--- src/rtl/mesm6_useq_pkg.sv ---
// Shared encodings and default vectors for the MESM-6 microcode sequencer.
package mesm6_useq_pkg;

    localparam int unsigned SEQ_OP_BITS = 3;

    typedef enum logic [SEQ_OP_BITS-1:0] {
        SEQ_NEXT   = 3'd0,
        SEQ_JUMP   = 3'd1,
        SEQ_CJUMP  = 3'd2,
        SEQ_CALL   = 3'd3,
        SEQ_RET    = 3'd4,
        SEQ_DECODE = 3'd5,
        SEQ_LDCNT  = 3'd6,
        SEQ_LOOP   = 3'd7
    } seq_op_t;

    localparam int unsigned DEF_UPC_BITS        = 8;
    localparam int unsigned DEF_NCOND           = 8;
    localparam int unsigned DEF_STACK_DEPTH     = 4;
    localparam int unsigned DEF_CNT_BITS        = 6;
    localparam int unsigned DEF_UADDR_RESET     = 0;
    localparam int unsigned DEF_UADDR_INTERRUPT = 1;
    localparam int unsigned DEF_UADDR_ERROR     = 2;

    // Index width that stays legal when only one item exists.
    function automatic int unsigned idx_bits(input int unsigned n);
        return (n > 1) ? $clog2(n) : 1;
    endfunction

endpackage

--- src/rtl/mesm6_ustack.sv ---
// Parametrised LIFO holding microsubroutine return addresses.
module mesm6_ustack #(
    parameter int unsigned WIDTH = 8,
    parameter int unsigned DEPTH = 4
) (
    input  logic                       clk,
    input  logic                       reset,
    input  logic                       i_push,
    input  logic                       i_pop,
    input  logic [WIDTH-1:0]           i_data,
    output logic [WIDTH-1:0]           o_top_c,
    output logic [$clog2(DEPTH+1)-1:0] o_depth,
    output logic                       o_full_c,
    output logic                       o_empty_c
);
    localparam int unsigned DB = $clog2(DEPTH + 1);
    localparam int unsigned IB = (DEPTH > 1) ? $clog2(DEPTH) : 1;

    logic [WIDTH-1:0] r_mem [DEPTH];
    logic [DB-1:0]    r_depth;
    logic [IB-1:0]    w_wr_idx;
    logic [IB-1:0]    w_rd_idx;
    logic             w_do_push;
    logic             w_do_pop;

    assign o_full_c  = (r_depth == DB'(DEPTH));
    assign o_empty_c = (r_depth == '0);
    assign w_do_push = i_push && !o_full_c;
    assign w_do_pop  = i_pop && !o_empty_c;
    assign w_wr_idx  = IB'(r_depth);
    assign w_rd_idx  = IB'(r_depth - DB'(1));
    assign o_top_c   = r_mem[w_rd_idx];
    assign o_depth   = r_depth;

    // Entries above the current depth are don't-care, so storage needs no reset.
    always_ff @(posedge clk) begin
        if (w_do_push) begin
            r_mem[w_wr_idx] <= i_data;
        end
    end

    always_ff @(posedge clk or posedge reset) begin
        if (reset) begin
            r_depth <= '0;
        end else if (w_do_push) begin
            r_depth <= r_depth + DB'(1);
        end else if (w_do_pop) begin
            r_depth <= r_depth - DB'(1);
        end
    end

endmodule

--- src/rtl/mesm6_useq.sv ---
// MESM-6 microcode sequencer: next-upc selection, loop counter and return stack.
module mesm6_useq
    import mesm6_useq_pkg::*;
#(
    parameter int unsigned UPC_BITS        = DEF_UPC_BITS,
    parameter int unsigned NCOND           = DEF_NCOND,
    parameter int unsigned STACK_DEPTH     = DEF_STACK_DEPTH,
    parameter int unsigned CNT_BITS        = DEF_CNT_BITS,
    parameter int unsigned UADDR_RESET     = DEF_UADDR_RESET,
    parameter int unsigned UADDR_INTERRUPT = DEF_UADDR_INTERRUPT,
    parameter int unsigned UADDR_ERROR     = DEF_UADDR_ERROR
) (
    input  logic                             clk,
    input  logic                             reset,
    input  logic                             busy,
    input  logic [SEQ_OP_BITS-1:0]           seq_op,
    input  logic [idx_bits(NCOND)-1:0]       cond_sel,
    input  logic                             cond_inv,
    input  logic [UPC_BITS-1:0]              uaddr,
    input  logic [NCOND-1:0]                 cond,
    input  logic [UPC_BITS-1:0]              dispatch_addr,
    input  logic                             int_requested,
    output logic [UPC_BITS-1:0]              upc,
    output logic                             cnt_zero,
    output logic [$clog2(STACK_DEPTH+1)-1:0] stack_depth,
    output logic                             stack_fault
);
    logic [UPC_BITS-1:0] r_upc;
    logic [CNT_BITS-1:0] r_cnt;
    logic                r_cnt_zero;
    logic                r_fault;

    logic [UPC_BITS-1:0] w_upc_inc;
    logic [UPC_BITS-1:0] w_upc_next;
    logic [CNT_BITS-1:0] w_cnt_next;
    logic [UPC_BITS-1:0] w_stk_top;
    logic                w_stk_full;
    logic                w_stk_empty;
    logic                w_push;
    logic                w_pop;
    logic                w_fault_set;
    logic                w_cond_bit;

    assign w_upc_inc  = r_upc + UPC_BITS'(1);
    assign w_cond_bit = (32'(cond_sel) < NCOND) ? cond[cond_sel] : 1'b0;

    mesm6_ustack #(
        .WIDTH (UPC_BITS),
        .DEPTH (STACK_DEPTH)
    ) u_stack (
        .clk       (clk),
        .reset     (reset),
        .i_push    (w_push && !busy),
        .i_pop     (w_pop && !busy),
        .i_data    (w_upc_inc),
        .o_top_c   (w_stk_top),
        .o_depth   (stack_depth),
        .o_full_c  (w_stk_full),
        .o_empty_c (w_stk_empty)
    );

    // Next-upc mux; stack faults divert to the error vector instead of moving the stack.
    always_comb begin
        w_upc_next  = w_upc_inc;
        w_cnt_next  = r_cnt;
        w_push      = 1'b0;
        w_pop       = 1'b0;
        w_fault_set = 1'b0;
        case (seq_op_t'(seq_op))
            SEQ_JUMP:   w_upc_next = uaddr;
            SEQ_CJUMP:  if (w_cond_bit ^ cond_inv) w_upc_next = uaddr;
            SEQ_CALL: begin
                if (w_stk_full) begin
                    w_upc_next  = UPC_BITS'(UADDR_ERROR);
                    w_fault_set = 1'b1;
                end else begin
                    w_push     = 1'b1;
                    w_upc_next = uaddr;
                end
            end
            SEQ_RET: begin
                if (w_stk_empty) begin
                    w_upc_next  = UPC_BITS'(UADDR_ERROR);
                    w_fault_set = 1'b1;
                end else begin
                    w_pop      = 1'b1;
                    w_upc_next = w_stk_top;
                end
            end
            SEQ_DECODE: w_upc_next = int_requested ? UPC_BITS'(UADDR_INTERRUPT) : dispatch_addr;
            SEQ_LDCNT:  w_cnt_next = uaddr[CNT_BITS-1:0];
            SEQ_LOOP: begin
                if (r_cnt != '0) begin
                    w_cnt_next = r_cnt - CNT_BITS'(1);
                    w_upc_next = uaddr;
                end
            end
            default: ;
        endcase
    end

    always_ff @(posedge clk or posedge reset) begin
        if (reset) begin
            r_upc      <= UPC_BITS'(UADDR_RESET);
            r_cnt      <= '0;
            r_cnt_zero <= 1'b1;
            r_fault    <= 1'b0;
        end else if (!busy) begin
            r_upc      <= w_upc_next;
            r_cnt      <= w_cnt_next;
            r_cnt_zero <= (w_cnt_next == '0);
            if (w_fault_set) r_fault <= 1'b1;
        end
    end

    assign upc         = r_upc;
    assign cnt_zero    = r_cnt_zero;
    assign stack_fault = r_fault;

endmodule

--- config.mk ---
export PLATFORM = sky130hd
export DESIGN_NAME = mesm6_useq
export DESIGN_NICKNAME = d
export VERILOG_FILES = /design/src/rtl/mesm6_useq_pkg.sv /design/src/rtl/mesm6_ustack.sv /design/src/rtl/mesm6_useq.sv
export SDC_FILE = /design/constraint.sdc
export NUM_CORES = 1
export LEC_CHECK = 0
export ABC_AREA = 0
export CORE_MARGIN = 2
export CORE_UTILIZATION = 25
export DETAILED_ROUTE_END_ITERATION = 8
export DONT_BUFFER_PORTS = 1
export SLEW_MARGIN = 25
export SYNTH_ARGS = -nofsm -noshare
export SYNTH_HDL_FRONTEND = slang
export SYNTH_HIERARCHICAL = 1
export SYNTH_SLANG_ARGS = --single-unit
--- constraint.sdc ---
create_clock -name clk -period 5.2 [get_ports clk]
set_input_delay 1.04 -clock clk [delete_from_list [all_inputs] [get_ports clk]]
set_output_delay 1.04 -clock clk [all_outputs]
set_load 0.005 [all_outputs]
==> Word level (Yosys, flattened, before mapping) <==
Memories as Yosys holds them, arrays and structs flattened.
Cells that the tools add are included.
{ "op_classes": {"magnitude_cmp": 1, "add_sub_neg": 4, "n_bitwise": 2, "n_reduce_logical": 12, "n_eq_ne": 8, "mux": 21} }
{ "op_table": {"columns": ["cell", "n"], "rows": [
  ["one-hot mux 8 bit (6 select lines)", 1],
  ["2-to-1 mux 8 bit", 5],
  ["== test 3 bit, second input constant", 5],
  ["one-hot mux 6 bit (2 select lines)", 1],
  ["2-to-1 mux 1 bit", 9],
  ["adder 8 x 1 -> 8 bit, second input constant", 1],
  ["== test 3 x 2 -> 1 bit, second input constant", 2],
  ["zero test 6 bit", 1],
  ["2-to-1 mux 3 bit", 2],
  ["2-to-1 mux 6 bit", 1],
  ["nonzero test 6 bit", 1],
  ["subtractor 6 x 1 -> 6 bit, second input constant", 1],
  ["logical AND 1 bit", 4],
  ["< comparator 3 x 4 -> 1 bit, second input constant", 1],
  ["adder 3 x 1 -> 3 bit, second input constant", 1],
  ["binary-select mux 1 bit (select 3 bit)", 1],
  ["== test 3 x 1 -> 1 bit, second input constant", 1],
  ["zero test 1 bit", 3],
  ["zero test 3 bit", 1],
  ["subtractor 3 x 1 -> 3 bit, second input constant", 1],
  ["one-hot mux 1 bit (2 select lines)", 1],
  ["AND reduction 2 bit", 1],
  ["nonzero test 2 bit", 1],
  ["NOT 1 bit", 1],
  ["XOR 1 bit", 1]
]} }
{ "totals": {"mem_count": 1, "register_bits": 19, "input_bits": 35, "ramBits": 32, "wordCells": 54, "out_inout_bits": 13} }
{ "memory_table": {"columns": ["name", "depth", "width", "rd", "rd_ports_with_merged_regs", "write_ports", "line_no", "rtl"], "rows": [
  ["u_stack.r_mem", 4, 8, 1, 0, 1, "mesm6_ustack.sv:19", "logic [WIDTH-1:0] r_mem [DEPTH];"]
]} }

==> Logic depth before layout (Yosys ltp) <==
{ "logic_depth": {"ltp_word": 7, "depth_mapped": 10, "mapped_depth_nobuf": 8} }

==> Hierarchy <==
The synthesis kept the hierarchy.
{ "modules_own_cells": {"columns": ["module", "n_inst", "cells_each", "seq_area_each_um2", "area_per_inst_um2"], "rows": [
  ["mesm6_useq", 1, 178, 401.6, 1508.9],
  ["mesm6_ustack", 1, 74, 1036.0, 1453.9]
]} }

==> Worst setup path after synthesis <==
Ideal clock, no wire load.
{ "synth_timing": {"path_kind": "input to register", "start": "input port cond_sel[0]", "end": "register r_upc[5], in the netlist upc[5]", "arrival_ns": 2.615, "setup_ns": 0.133, "path_slack_ns": 2.452, "t_required_ns": 5.067, "path_buffers": 1, "cell_stages": 7, "path_cell_list": "mux4_1 > mux2i_2 > xnor2_1 > a32o_1 > buf_6 > a221oi_1 > a21oi_1"} }
{ "synth_via": {"elab_chain_len": 5} }
{ "synth_lines": {"columns": ["element", "line_no", "rtl"], "rows": [
  ["start, declared", "mesm6_useq.sv:17", "input logic [idx_bits(NCOND)-1:0] cond_sel,"],
  ["binary-select mux 1 bit (select 3 bit)", "mesm6_useq.sv:45", "assign w_cond_bit = (32'(cond_sel) < NCOND) ? cond[cond_sel] : 1'b0;"],
  ["2-to-1 mux 1 bit (not written as such)", "mesm6_useq.sv:45", null],
  ["XOR 1 bit", "mesm6_useq.sv:71", "SEQ_CJUMP: if (w_cond_bit ^ cond_inv) w_upc_next = uaddr;"],
  ["2-to-1 mux 8 bit", "mesm6_useq.sv:71", null],
  ["one-hot mux 8 bit (6 select lines)", "mesm6_useq.sv:69", "case (seq_op_t'(seq_op))"],
  ["end signal, assigned", "mesm6_useq.sv:104", "r_upc <= UPC_BITS'(UADDR_RESET);"],
  ["end signal, assigned", "mesm6_useq.sv:109", "r_upc <= w_upc_next;"],
  ["end, declared", "mesm6_useq.sv:28", "logic [UPC_BITS-1:0] r_upc;"]
]} }
Every way passes these cells. The select of a mux whose other input is x is not followed.
A chain may end at the register's enable or synchronous reset.

==> Worst setup path after layout <==
{ "layout_timing": {"start": "register u_stack.r_depth[0], in the netlist u_stack/o_depth[0]", "end": "register r_upc[1], in the netlist upc[1]"} }
{ "layout_via": {"elab_chain_len": 4, "word_cells_on_any_way": 7, "classes_between": "1 x add/sub; 1 x eq/ne; 3 x mux; 1 x reduce/logical; 1 x memory"} }
{ "layout_lines": {"columns": ["element", "line_no", "rtl"], "rows": [
  ["start, declared", "mesm6_ustack.sv:20", "logic [DB-1:0] r_depth;"],
  ["start signal, assigned", "mesm6_ustack.sv:46", "r_depth <= r_depth + DB'(1);"],
  ["start signal, assigned", "mesm6_ustack.sv:48", "r_depth <= r_depth - DB'(1);"],
  ["subtractor 3 x 1 -> 3 bit", "mesm6_ustack.sv:31", "assign w_rd_idx = IB'(r_depth - DB'(1));"],
  ["memory read (4 x 8 bit)", null, null],
  ["net w_stk_top[1]", "mesm6_useq.sv:36", "logic [UPC_BITS-1:0] w_stk_top;"],
  ["2-to-1 mux 8 bit", "mesm6_useq.sv:82", "if (w_stk_empty) begin"],
  ["one-hot mux 8 bit (6 select lines)", "mesm6_useq.sv:69", null]
]} }
The timed path passes the listed nets, and every way through them passes these cells.

==> key figures <==
Final layout
  – Register area: 1440 sq um
  – Nets@finish: roughly 290
  – Util after Layout: 0.274
  – Area growth from synthesis to layout: 6.67%
  – Final std cells w/o fill: 390
  – Final Cell Area: roughly 3200 sq um
  – ANT cells: 0
  – Layout cell share with drive strength beyond 1: 0.138
  – Multi-input gate area: 1340 sq um
  – Fillers: ~1200

Synthesis
  – Synth warn: 6
  – Syn nets: 295
  – Synth Area per Inst: approximately 12 sq um
  – Synth Instances: 252
  – Flops & latches, synth: between 50 and 60
  – Post-Syn Area: between 2000 and 3000 sq um
  – Post-synth ARST share: 0.373
  – Post-synth EDFFs: 32
  – Post-synthesis sequential area ratio: 0.485
  – Yosys cell types: 58
  – Ys flop type: edfxtp_1

Critical path
  – WS Path Type: flop to flop
  – Worst EP required: around 5.4 ns
  – CP cell instances: inv_1 > ha_1 > mux4_2 > o21ai_0 > nand4_1 > a311oi_1 > a21oi_1 > o221a_2
  – R2R setup slack: approximately 2.2 ns
  – Critical Path Fanout Max: 13
  – Critical path buffers and inverters: 1
  – Crit start category: flop
  – CP arrival: approximately 3.2 ns
  – Slowest cell on crit path: dfrtp_1
  – Crit path largest cell delay: around 0.80 ns
  – CP Capture Type: flop
  – Crit-path leading delay family: compound AO/OA/AOI/OAI gates

Clock tree
  – CTS Buf Count: 5
  – Num Clock Sinks: 51
  – Maximum number of buffers from clock root to sink: 2
  – Worst-path clk slew: around 0.08 ns
  – Clock tree root driver cell: clkbuf_16
  – CTS tree: built
  – CTS H-tree lvls: 2
  – Postcts setup bufs: 0
  – CTS resizes: 0
  – Clk_lat worst skew: approximately 0.29 ns
  – CTS hold repair buffers: 0

Placement
  – Post-DP HPWL: around 5.3 mm
  – Setup WS pre-CTS: between 2 and 2.5 ns
  – Placed inst area: 3010 sq um
  – I/O Buffers: 0
  – Routability congestion estimate from global placement: a little over 0.8
  – Dpl cells: between 300 and 400

Timing
  – Hold_ws: 0.499 ns
  – Pins Over Slew Limit: 0
  – Least-Margin Pin Slew: 0.705 ns
  – Slew margin rel.: 0.530
  – Final period util: 0.582
  – Final count of hold timing violations: 0
  – Setup violations, final: 0
  – Final Skew: about 0.0071 ns
  – Period minus WS final: 3.02 ns
  – Final setup margin: 2.18 ns
  – Max frequency: about 0.33 GHz
  – Setup TNS: 0 ns
  – RSZ-0062 raised after global routing: no

Hold path
  – HP Class: input port to async pin

Floorplan
  – Die area: around 13000 sq um
  – # IOs: between 40 and 50
  – Initial Utilization: 0.257
  – Die height: around 110 um
  – Row cnt: 39
  – Die W: 113 um
  – Core footprint: approximately 12000 sq um

Routing
  – Via count: ~2000
  – # DRC: 1
  – Total iterations of the first detailed-routing run: 6
  – Total Wirelength: approximately 7.1 mm
  – Initial DRC Count: 81
  – Post-route ant nets: 0
  – Wire length per cell: 18.1 um
  – Vias per cell: 5.07

Power
  – Total chip power: between 1 and 1.5 mW
  – Maximum vdd drop: ~180 uV
  – P per Cell Area: between 400 and 500 nW/um^2
  – Leak: 1.09 nW

Global route
  – Global Route Usage Sum: 0.110
  – First-pass GRT wire length: about 11 mm
  – Largest net degree at the start of global routing: 19
  – Vias in the first global route: ~1900
  – Initial antenna violation count: 0
  – Overflow left after global routing: 0

Run status
  – Failing checks: design-rule violations
  – Outcome: finished, violations left

Job
  – Max_cap viols: 0
-- worst reg2reg max path, stage by stage (launching register included) --
cell and delay, ns:
dfrtp_1 0.80, inv_1 0.19, ha_1 0.59, mux4_2 0.35
o21ai_0 0.15, nand4_1 0.13, a311oi_1 0.37, a21oi_1 0.11
o221a_2 0.23
-- synth_stat cells, types with 4 or more instances --
master     n  area share
buf_6      4       0.015
mux2_2     4       0.015
nor3_1     5      0.0084
xnor2_1    6       0.018
dfrtp_1   18        0.15
and2_2     5       0.013
nor2_1     7      0.0089
mux4_2     8       0.061
clkbuf_1   4      0.0051
inv_1     13       0.016
o21ai_0   16       0.027
a22oi_1    6       0.015
or3_1      4      0.0084
ha_1       8       0.034
a221oi_1   6       0.018
nand2_1   24       0.030
and2_1     4      0.0084
nand4_1    5       0.011
nand3_1    7       0.012
a21oi_1   12       0.020
edfxtp_1  32        0.32
-- report_power, final --
group          switching, mW  total, mW  leakage (nW)  internal [mW]
logic                  0.202      0.400         0.500          0.198
clock network          0.157      0.340        0.0719          0.183
registers              0.103      0.615         0.514          0.512
-- layer usage --
layer | track usage | routed length [um]
met2 | 0.186 | 3480
met1 | 0.138 | 3080
met3 | 0.0332 | 436
met4 | 0.0268 | 57
met5 | 0 | 0
-- final cells by class --
type                       instances  area share
multi-input combinational        174       0.422
clock inverter                     3     0.00871
tap                              143      0.0566
inverter                          13      0.0154
clock buffer                       5      0.0396
timing repair buffer               1     0.00238
sequential                        51       0.455
-- path summary, 6_finish.rpt --
kind,start,endpoint,cells past startpoint
max,u_stack/o_depth[0],upc[1],8
min in group clk,stack_fault,stack_fault,1
min reg2reg,stack_fault,stack_fault,1
min,reset,u_stack/o_depth[1],1
max in group asynchronous,reset,upc[5],1
max reg2reg,u_stack/o_depth[0],upc[1],8
-- cell usage in the layout, fill, tap and decap left out, types with 6 or more instances in the layout --
cell type,Yosys,final
a221oi_1,6,6
dfrtp_1,18,18
a22oi_1,6,6
ha_1,8,8
edfxtp_1,32,32
xnor2_1,6,6
o21ai_0,16,16
nand3_1,7,7
nor2_1,7,7
mux4_2,8,8
inv_1,13,13
nand2_1,24,24
a21oi_1,12,12
-- registers in the layout, summed over array words and instances (netlist names) --
name	flops
u_stack/r_mem	32
u_stack/o_depth	3
upc	8
r_cnt	6
cnt_zero	1
stack_fault	1
-- kinds of logic after synthesis --
group / share of synthesized area
adder cells (fa/ha/maj): 0.0338
AND/OR/NAND/NOR: 0.151
XOR/XNOR: 0.0236
multiplexers: 0.0984
buffers and inverters: 0.0642
AO/OA/AOI/OAI: 0.144
flip-flops: 0.485
Note: power is estimated with default switching activity, not from simulation.
